$ cat src/rtl/clk_enable_gen.sv
// Multi-channel NCO clock-enable generator: each channel emits one-cycle enable
// pulses at refclk*inc/2^ACC_W; a common sync strobe phase-aligns all channels.
//
// state       | meaning
// ST_UNLOCKED | cadence recently disturbed (run low, sync, or config write); counting down
// ST_LOCKED   | LOCK_CYCLES undisturbed run cycles elapsed; cadence stable
module clk_enable_gen #(
   parameter  int CHANNELS    = 6,
   parameter  int ACC_W       = 32,
   parameter  int LOCK_CYCLES = 1024,
   localparam int SEL_W       = (CHANNELS > 1) ? $clog2(CHANNELS) : 1
) (
   input  logic                refclk,
   input  logic                rst,
   input  logic                run,
   input  logic                sync,
   input  logic                cfg_we,
   input  logic [SEL_W-1:0]    cfg_sel,
   input  logic [ACC_W-1:0]    cfg_inc,
   input  logic [ACC_W-1:0]    cfg_phase,
   output logic [CHANNELS-1:0] ce_out,
   output logic                locked
);

   localparam int CNT_W = (LOCK_CYCLES > 1) ? $clog2(LOCK_CYCLES) : 1;
   localparam logic [CNT_W-1:0] CNT_LOAD = CNT_W'(LOCK_CYCLES - 1);

   typedef enum logic {
      ST_UNLOCKED,
      ST_LOCKED
   } lock_state_t;

   logic [ACC_W-1:0]    inc_q   [CHANNELS];
   logic [ACC_W-1:0]    phase_q [CHANNELS];
   logic [ACC_W-1:0]    acc_q   [CHANNELS];
   logic [ACC_W:0]      sum     [CHANNELS];
   logic [CHANNELS-1:0] wr_hit;
   logic                disturb;

   lock_state_t         state_q, state_nxt;
   logic [CNT_W-1:0]    cnt_q, cnt_nxt;

   // Out-of-range selects match no channel, so they neither write nor disturb lock.
   always_comb begin
      wr_hit = '0;
      for (int i = 0; i < CHANNELS; i++) begin
         wr_hit[i] = cfg_we && (cfg_sel == SEL_W'(i));
         sum[i]    = {1'b0, acc_q[i]} + {1'b0, inc_q[i]};
      end
   end

   always_ff @(posedge refclk) begin
      if (rst) begin
         for (int i = 0; i < CHANNELS; i++) begin
            inc_q[i]   <= '0;
            phase_q[i] <= '0;
            acc_q[i]   <= '0;
         end
         ce_out <= '0;
      end else begin
         for (int i = 0; i < CHANNELS; i++) begin
            if (wr_hit[i]) begin
               inc_q[i]   <= cfg_inc;
               phase_q[i] <= cfg_phase;
            end
            // A phase written alongside sync is loaded straight into the accumulator.
            if (sync) begin
               acc_q[i]  <= wr_hit[i] ? cfg_phase : phase_q[i];
               ce_out[i] <= 1'b0;
            end else if (run) begin
               acc_q[i]  <= sum[i][ACC_W-1:0];
               ce_out[i] <= sum[i][ACC_W];
            end else begin
               ce_out[i] <= 1'b0;
            end
         end
      end
   end

   assign disturb = !run || sync || (|wr_hit);

   always_ff @(posedge refclk) begin
      if (rst) begin
         state_q <= ST_UNLOCKED;
         cnt_q   <= CNT_LOAD;
      end else begin
         state_q <= state_nxt;
         cnt_q   <= cnt_nxt;
      end
   end

   always_comb begin
      state_nxt = state_q;
      cnt_nxt   = cnt_q;
      if (disturb) begin
         state_nxt = ST_UNLOCKED;
         cnt_nxt   = CNT_LOAD;
      end else begin
         case (state_q)
            ST_UNLOCKED: begin
               if (cnt_q == '0) state_nxt = ST_LOCKED;
               else             cnt_nxt   = cnt_q - 1'b1;
            end
            default: state_nxt = ST_LOCKED;
         endcase
      end
   end

   assign locked = (state_q == ST_LOCKED);

endmodule

$ cat config.mk
export PLATFORM = sky130hd
export DESIGN_NAME = clk_enable_gen
export DESIGN_NICKNAME = d
export VERILOG_FILES = /design/src/rtl/clk_enable_gen.sv
export SDC_FILE = /design/constraint.sdc
export NUM_CORES = 1
export LEC_CHECK = 0
export ABC_CLOCK_PERIOD_IN_PS = 6300
export BUFFER_PORTS_ARGS = -buffer_cell sky130_fd_sc_hd__buf_2
export CORE_ASPECT_RATIO = 0.8
export CORE_UTILIZATION = 45
export CTS_CLUSTER_DIAMETER = 60
export DETAILED_ROUTE_END_ITERATION = 8
export GPL_TIMING_DRIVEN = 0
export HOLD_SLACK_MARGIN = 0.08
export MAX_ROUTING_LAYER = met4
export PLACE_DENSITY = 0.62
export SLEW_MARGIN = 40
export SYNTH_ARGS = -nofsm -noshare
export SYNTH_HDL_FRONTEND = slang
export SYNTH_SLANG_ARGS = --single-unit
$ cat constraint.sdc
create_clock -name refclk -period 6.3 [get_ports refclk]
set_input_delay 1.89 -clock refclk [delete_from_list [all_inputs] [get_ports refclk]]
set_output_delay 1.89 -clock refclk [all_outputs]
set_load 0.005 [all_outputs]
==> impl_metrics.env, run 1 <==
export IMPL_status="finished, final reports clean"
export IMPL_gr_total_overflow=0
export IMPL_drcViolationCount=0
export IMPL_ys_ff_latch=593
export IMPL_ant_nets=0
export IMPL_wl_mm=107.1
export IMPL_antenna_found_initial=13
export IMPL_post_cts_setup_buffers=0
export IMPL_synth_top_cell_area_share_pct=50.78
export IMPL_die_w_um=309.6
export IMPL_slew_headroom_pct=39.28
export IMPL_place_gp_congestion=0.9581
export IMPL_cts_tree="built"
export IMPL_initial_core_util_pct=45.86
export IMPL_area_growth_pct=12.20
export IMPL_hold_class="reg -> reg"
export IMPL_cts_root_buf="clkbuf_16"
export IMPL_netlist_instances=2989
export IMPL_hold_violations=0
export IMPL_cts_made_buffers=68
export IMPL_crit_type="in -> reg"
export IMPL_wl_per_cell_um=25.43
export IMPL_std_cell_rows=89
export IMPL_cpMaxStageDelayCell="or2_4"
export IMPL_layout_drive_gt1_share_pct=8.339
export IMPL_cts_clk_slew_worst_paths_ps=60
export IMPL_yosysWarnings=0
export IMPL_grt_setup_unrepaired="no"
export IMPL_fin_crit_sh_pct=63.67
export IMPL_syn_avg_cell_area_um2=11.40
export IMPL_cts_hold_fix_buffers=0
export IMPL_endpoint_kind="flop"
export IMPL_power_per_cell_area_nw_per_um2=284.9
export IMPL_die_y_um=248.1
export IMPL_synth_async_reset_ratio_pct=0
export IMPL_min_period_ps=4011
export IMPL_synth_area_top_cells="edfxtp_1 (51%), and2_1 (7.2%), ha_1 (7.1%)"
export IMPL_crit_chain="buf_2 -> nor2b_1 -> and3b_1 -> clkbuf_1 -> clkbuf_2 -> or2_4 -> buf_12"
export IMPL_yosys_most_used_dff="edfxtp_1"
export IMPL_cp_required_ps=6610
export IMPL_grt_pass1_wl_mm=157.5
export IMPL_synth_edff_count=576
export IMPL_tightest_slew_ps=910.8
export IMPL_drv_slew=0
export IMPL_crit_fanout=34
export IMPL_finalSetupViolCount=0
export IMPL_ys_types=87
export IMPL_cp_arrival_ps=4320
export IMPL_insertion_delay_ps=630
export IMPL_io_pins=79
export IMPL_final_common_cell="edfxtp_1"
export IMPL_cp_start_kind="input port"
export IMPL_grt_max_degree=41
export IMPL_synth_seq_area_share_pct=51.78
export IMPL_dr_pass1_iters=6
export IMPL_gr_usage_all_layers_pct=28.87
export IMPL_stdcell_count=4209
export IMPL_yosysTopAreaCell="edfxtp_1"
export IMPL_clockBufferDepth=3
export IMPL_reg2reg_from="acc_q[3][0]"
export IMPL_postLayoutCoreUtil_pct=51.45
export IMPL_clock_skew_ps=21.79
export IMPL_dr_total_vias=25120
export IMPL_critPathMaxStageDelay_ps=570
export IMPL_die_area_um2=76800
export IMPL_cts_resized=0
export IMPL_dp_hpwl_mm=78.64
export IMPL_grt_pass1_vias=24510
export IMPL_layout_common_cells="edfxtp_1 (576), and2_1 (391), mux2i_1 (199), ha_1 (193), a21oi_1 (174)"
export IMPL_nFillCells=6662
export IMPL_port_buffers=78
export IMPL_fmax_mhz=249.3
export IMPL_min_delay_start="cnt_q[6]"
export IMPL_p_leak_uw=0.01561
export IMPL_drt_iter0_markers=2424
export IMPL_cts_htree_levels=3
export IMPL_placedCellCount=4081
export IMPL_viasPerCell=5.969
export IMPL_core_area_um2=74280
export IMPL_final_nets=3422
export IMPL_cap_violations=0
export IMPL_syn_num_nets=3260
export IMPL_startpoint="cfg_we"
export IMPL_netlist_area_um2=34060
export IMPL_cts_sinks=593
export IMPL_vdd_ir_drop_max_mv=0.1993
[final timing paths]
check | to | cells after the start | slack (ps)
setup / recovery | inc_q[1][6] | 7 | 2290
hold / removal | cnt_q[6] | 2 | 500
setup reg to reg | acc_q[3][28] | 11 | 2460
hold reg to reg | cnt_q[6] | 2 | 500
[cell usage after synthesis (7+ instances only)]
master and instances:
o21ai_0 105, a21oi_1 174, mux2i_1 199, nand2b_1 19, nand4_1 26, a211o_1 10, a21o_1 121, dfxtp_1 17
o21a_1 16, nand2_1 136, nor3b_1 8, xor2_1 76, a31oi_1 24, clkbuf_1 157, nor2_1 121, xnor2_1 82
nor3_1 30, nand3_1 44, ha_1 193, or3_1 7, o211ai_1 12, and2_1 391, a211oi_1 20, nor2b_1 16
edfxtp_1 576, o21ai_1 8, buf_1 14, inv_1 45, and3_1 22, o21bai_1 25, o22ai_1 154
[logic make-up (layout without fill, tap and decap cells)]
| kind of cell | Yosys count | count (layout) | share of synthesized area (%) |
|---|---|---|---|
| flip-flops | 593 | 593 | 51.78 |
| other | 0 | 6 | 0 |
| AO/OA/AOI/OAI | 760 | 760 | 14.50 |
| XOR/XNOR | 158 | 158 | 4.063 |
| buffers and inverters | 221 | 434 | 2.516 |
| multiplexers | 201 | 201 | 5.914 |
| AND/OR/NAND/NOR | 857 | 857 | 13.78 |
| adder cells (fa/ha/maj) | 199 | 199 | 7.442 |
[registers in the layout, indices dropped and copies added (netlist names)]
name and flops:
acc_q 192, inc_q 192, phase_q 192, cnt_q 10, ce_out 6, locked 1
[area by class of cell]
type | count | area (um^2) | share of cell area, %
sequential | 593 | 17640 | 46.15
multi-input combinational | 2175 | 15640 | 40.92
clock buffer | 86 | 1843 | 4.823
tap | 1001 | 1252 | 3.277
buffer | 176 | 729.5 | 1.909
timing repair buffer | 92 | 653.1 | 1.709
clock inverter | 35 | 280.3 | 0.7334
inverter | 45 | 168.9 | 0.4420
antenna | 6 | 15.01 | 0.03929
[critical path: cells and delay by family]
family	cells	cell delay, ps
AND/OR/NAND/NOR	3	1010
buffers and inverters	4	1360
[per-layer routing]
metal / track usage (%) / up-vias / share of wire (%)
li1: - / 11570 / -
met1: 40.41 / 12420 / 46
met2: 44.47 / 957 / 45
met3: 3.199 / 171 / 6.6
met4: 8.023 / 0 / 2.4
met5: - / - / 0
[report_power, final]
part | internal [uW] | switching (uW) | leakage [uW]
Combinational | 835 | 1390 | 0.00855
Clock | 2200 | 1680 | 0.00103
Sequential | 4670 | 102 | 0.00603
[through the flow]
stage	setup TNS (ps)	setup WS [ps]	hold WS, ps	area, um^2	power (uW)
final	0	2289	503.0	38220	10890
after global routing	0	2143	531.0	38200	11300
after detailed placement	0	1644	483.4	36060	7030
after CTS	0	2280	498.4	38190	10910
after floorplan	0	190.9	451.4	34060	6387
after global placement	-549650	-3366	462.4	35700	6995
Power figures use the tool's default switching activity.
==> run 2, diff against run 1 <==
--- a/config.mk
+++ b/config.mk
@@ -5,7 +5,7 @@
 export SDC_FILE = /design/constraint.sdc
 export NUM_CORES = 1
 export LEC_CHECK = 0
-export ABC_CLOCK_PERIOD_IN_PS = 6300
+export ABC_CLOCK_PERIOD_IN_PS = 4200
 export BUFFER_PORTS_ARGS = -buffer_cell sky130_fd_sc_hd__buf_2
 export CORE_ASPECT_RATIO = 0.8
 export CORE_UTILIZATION = 45
@@ -14,7 +14,7 @@
 export GPL_TIMING_DRIVEN = 0
 export HOLD_SLACK_MARGIN = 0.08
 export MAX_ROUTING_LAYER = met4
-export PLACE_DENSITY = 0.62
+export PLACE_DENSITY = 0.6
 export SLEW_MARGIN = 40
 export SYNTH_ARGS = -nofsm -noshare
 export SYNTH_HDL_FRONTEND = slang
==> constraint.sdc (replaced) <==
create_clock -name refclk -period 4.2 [get_ports refclk]
set_input_delay 1.26 -clock refclk [delete_from_list [all_inputs] [get_ports refclk]]
set_output_delay 1.26 -clock refclk [all_outputs]
set_load 0.005 [all_outputs]
==> impl_metrics.env, run 2 (synthesized netlist as in run 1, its figures left out) <==
export IMPL_insertion_delay_ps=610
export IMPL_seqPwrFrac_pct=44.0
export IMPL_top_regs="acc_q (192), inc_q (192), phase_q (192)"
export IMPL_cp_top_family="compound AO/OA/AOI/OAI gates"
export IMPL_cp_arrival_ps=4140
export IMPL_area_growth_pct=12.10
export IMPL_min_period_ps=3804
export IMPL_fmax_mhz=262.9
export IMPL_tightest_slew_ps=879.5
export IMPL_cts_made_buffers=68
export IMPL_io_pins=79
export IMPL_seq_area_um2=17640
export IMPL_reg2reg_from="acc_q[3][0]"
export IMPL_final_nets=3422
export IMPL_hold_violations=0
export IMPL_dr_pass1_iters=6
export IMPL_p_leak_uw=0.01560
export IMPL_cts_tree="built"
export IMPL_reg2reg_depth=11
export IMPL_die_area_um2=76800
export IMPL_cts_resized=0
export IMPL_clock_skew_ps=22.24
export IMPL_grt_setup_unrepaired="no"
export IMPL_drcViolationCount=0
export IMPL_cts_htree_levels=3
export IMPL_netSwitchingFraction_pct=28.87
export IMPL_std_cell_rows=89
export IMPL_die_y_um=248.1
export IMPL_antenna_found_initial=15
export IMPL_finalSetupViolCount=0
export IMPL_gr_total_overflow=0
export IMPL_critPathMaxStageDelay_ps=500
export IMPL_r2r_end="acc_q[3][28]"
export IMPL_die_w_um=309.6
export IMPL_wl_met1_mm=47.03
export IMPL_crit_chain="ha_1 -> fa_1 -> a211oi_1 -> o211ai_1 -> a41oi_1 -> o21ai_1 -> a31oi_1 -> o31a_1 -> o21ai_1 -> xnor2_1 -> o22ai_1"
export IMPL_met3WireLength_mm=8.289
export IMPL_clockBufferDepth=3
export IMPL_endpoint_kind="flop"
export IMPL_wl_mm=104.6
export IMPL_p_int_uw=11570
export IMPL_dp_hpwl_mm=77.25
export IMPL_crit_top_cell="o21ai_1"
export IMPL_fin_crit_sh_pct=90.57
export IMPL_cpMaxStageDelayCell="a41oi_1"
export IMPL_port_buffers=78
export IMPL_ant_nets=0
export IMPL_multi_input_area_um2=15640
export IMPL_crit_fanout=4
export IMPL_drt_iter0_markers=2578
export IMPL_crit_type="reg -> reg"
export IMPL_cts_hold_fix_buffers=0
export IMPL_cp_start_kind="flop"
export IMPL_min_path_cells=2
export IMPL_dr_total_vias=24960
export IMPL_hold_path_end="cnt_q[8]"
export IMPL_p_clk_share_pct=35.5
export IMPL_cap_violations=0
export IMPL_min_delay_start="cnt_q[8]"
export IMPL_grt_max_degree=41
export IMPL_p_sw_uw=4696
export IMPL_core_area_um2=74280
export IMPL_nFillCells=6535
export IMPL_power_per_cell_area_nw_per_um2=426.0
export IMPL_holdWs_ps=510.0
export IMPL_grt_pass1_wl_mm=153.7
export IMPL_grt_pass1_vias=24450
export IMPL_layout_drive_gt1_share_pct=8.289
export IMPL_gr_usage_all_layers_pct=28.06
export IMPL_ff2ff_setup_slack_ps=400
export IMPL_combinationalPowerShare_pct=20.6
export IMPL_cp_required_ps=4530
export IMPL_wl_per_cell_um=24.88
export IMPL_final_common_cell="edfxtp_1"
export IMPL_initial_core_util_pct=45.86
export IMPL_status="finished, final reports clean"
export IMPL_worst_path_buf_inv=0
export IMPL_layout_common_cells="edfxtp_1 (576), and2_1 (391), mux2i_1 (199), ha_1 (193), a21oi_1 (174)"
export IMPL_top_layer_used="met4"
export IMPL_slew_headroom_pct=40.74
export IMPL_cts_clk_slew_worst_paths_ps=60
export IMPL_viasPerCell=5.936
export IMPL_hold_class="reg -> reg"
export IMPL_drv_slew=0
export IMPL_cts_sinks=593
export IMPL_vdd_ir_drop_max_mv=0.3014
export IMPL_place_gp_congestion=0.9100
export IMPL_cts_root_buf="clkbuf_16"
export IMPL_stdcell_count=4205
export IMPL_wl_met2_mm=47.02
export IMPL_placedCellCount=4082
export IMPL_post_cts_setup_buffers=0
[run 2: cell types whose count changed in the layout (fill, tap and decap cells not counted), moves of 2 or more]
cell / before / now
clkinv_4: 4 / 0
buf_1: 5 / 7
clkbuf_2: 27 / 29
clkinv_1: 13 / 9
[run 2: cell type report]
class,instances,area share [%]
plain buffers,176,1.914
diodes,7,0.04587
clock inverters,29,0.6947
clock buffers,87,4.781
repair buffers,92,1.691
multi-input cells,2175,40.96
flip-flops and latches,593,46.19
well taps,1001,3.280
inverters,45,0.4424
[run 2: power groups by stage]
stage / Clock, uW / Sequential (uW) / Combinational (uW)
after floorplan: 0 / 7240 / 2340
after global placement: 0 / 7280 / 3180
after detailed placement: 0 / 7280 / 3250
after CTS: 5840 / 7160 / 3280
after global routing: 6050 / 7200 / 3640
final: 5770 / 7150 / 3340
[run 2: routing by layer]
metal / track usage, % / up-vias
met5: - / -
met4: 6.771 / 0
met3: 3.760 / 180
met2: 43.29 / 1016
met1: 39.17 / 12230
li1: - / 11540
[run 2: how the worst max path moves through the flow]
stage	cells past startpoint	from	endpoint
finish	11	acc_q[3][0]	acc_q[3][28]
global route	11	acc_q[3][0]	acc_q[3][28]
CTS	11	inc_q[2][0]	acc_q[2][26]
detailed placement	7	cfg_sel[0]	inc_q[2][10]
global placement	3	rst	acc_q[2][8]
floorplan	4	cfg_we	inc_q[5][0]
[run 2: per-stage QoR]
stage                     worst slack, ps  TNS [ps]  instance area [um^2]  util [%]  power (uW)
after global placement              -1983   -738680                 35710     48.07       10460
after global routing                192.1         0                 38170     51.39       16890
after floorplan                     178.8         0                 34060         -        9576
after detailed placement            190.1         0                 36060     48.56       10520
final                               396.1         0                 38180     51.41       16270
after CTS                           411.5         0                 38160     51.37       16280
[run 2: worst register-to-register path: stages, from the launching register on]
cell and delay (ps):
edfxtp_1 370, ha_1 300, fa_1 460, a211oi_1 370
o211ai_1 200, a41oi_1 500, o21ai_1 260, a31oi_1 420
o31a_1 250, o21ai_1 150, xnor2_1 160, o22ai_1 100
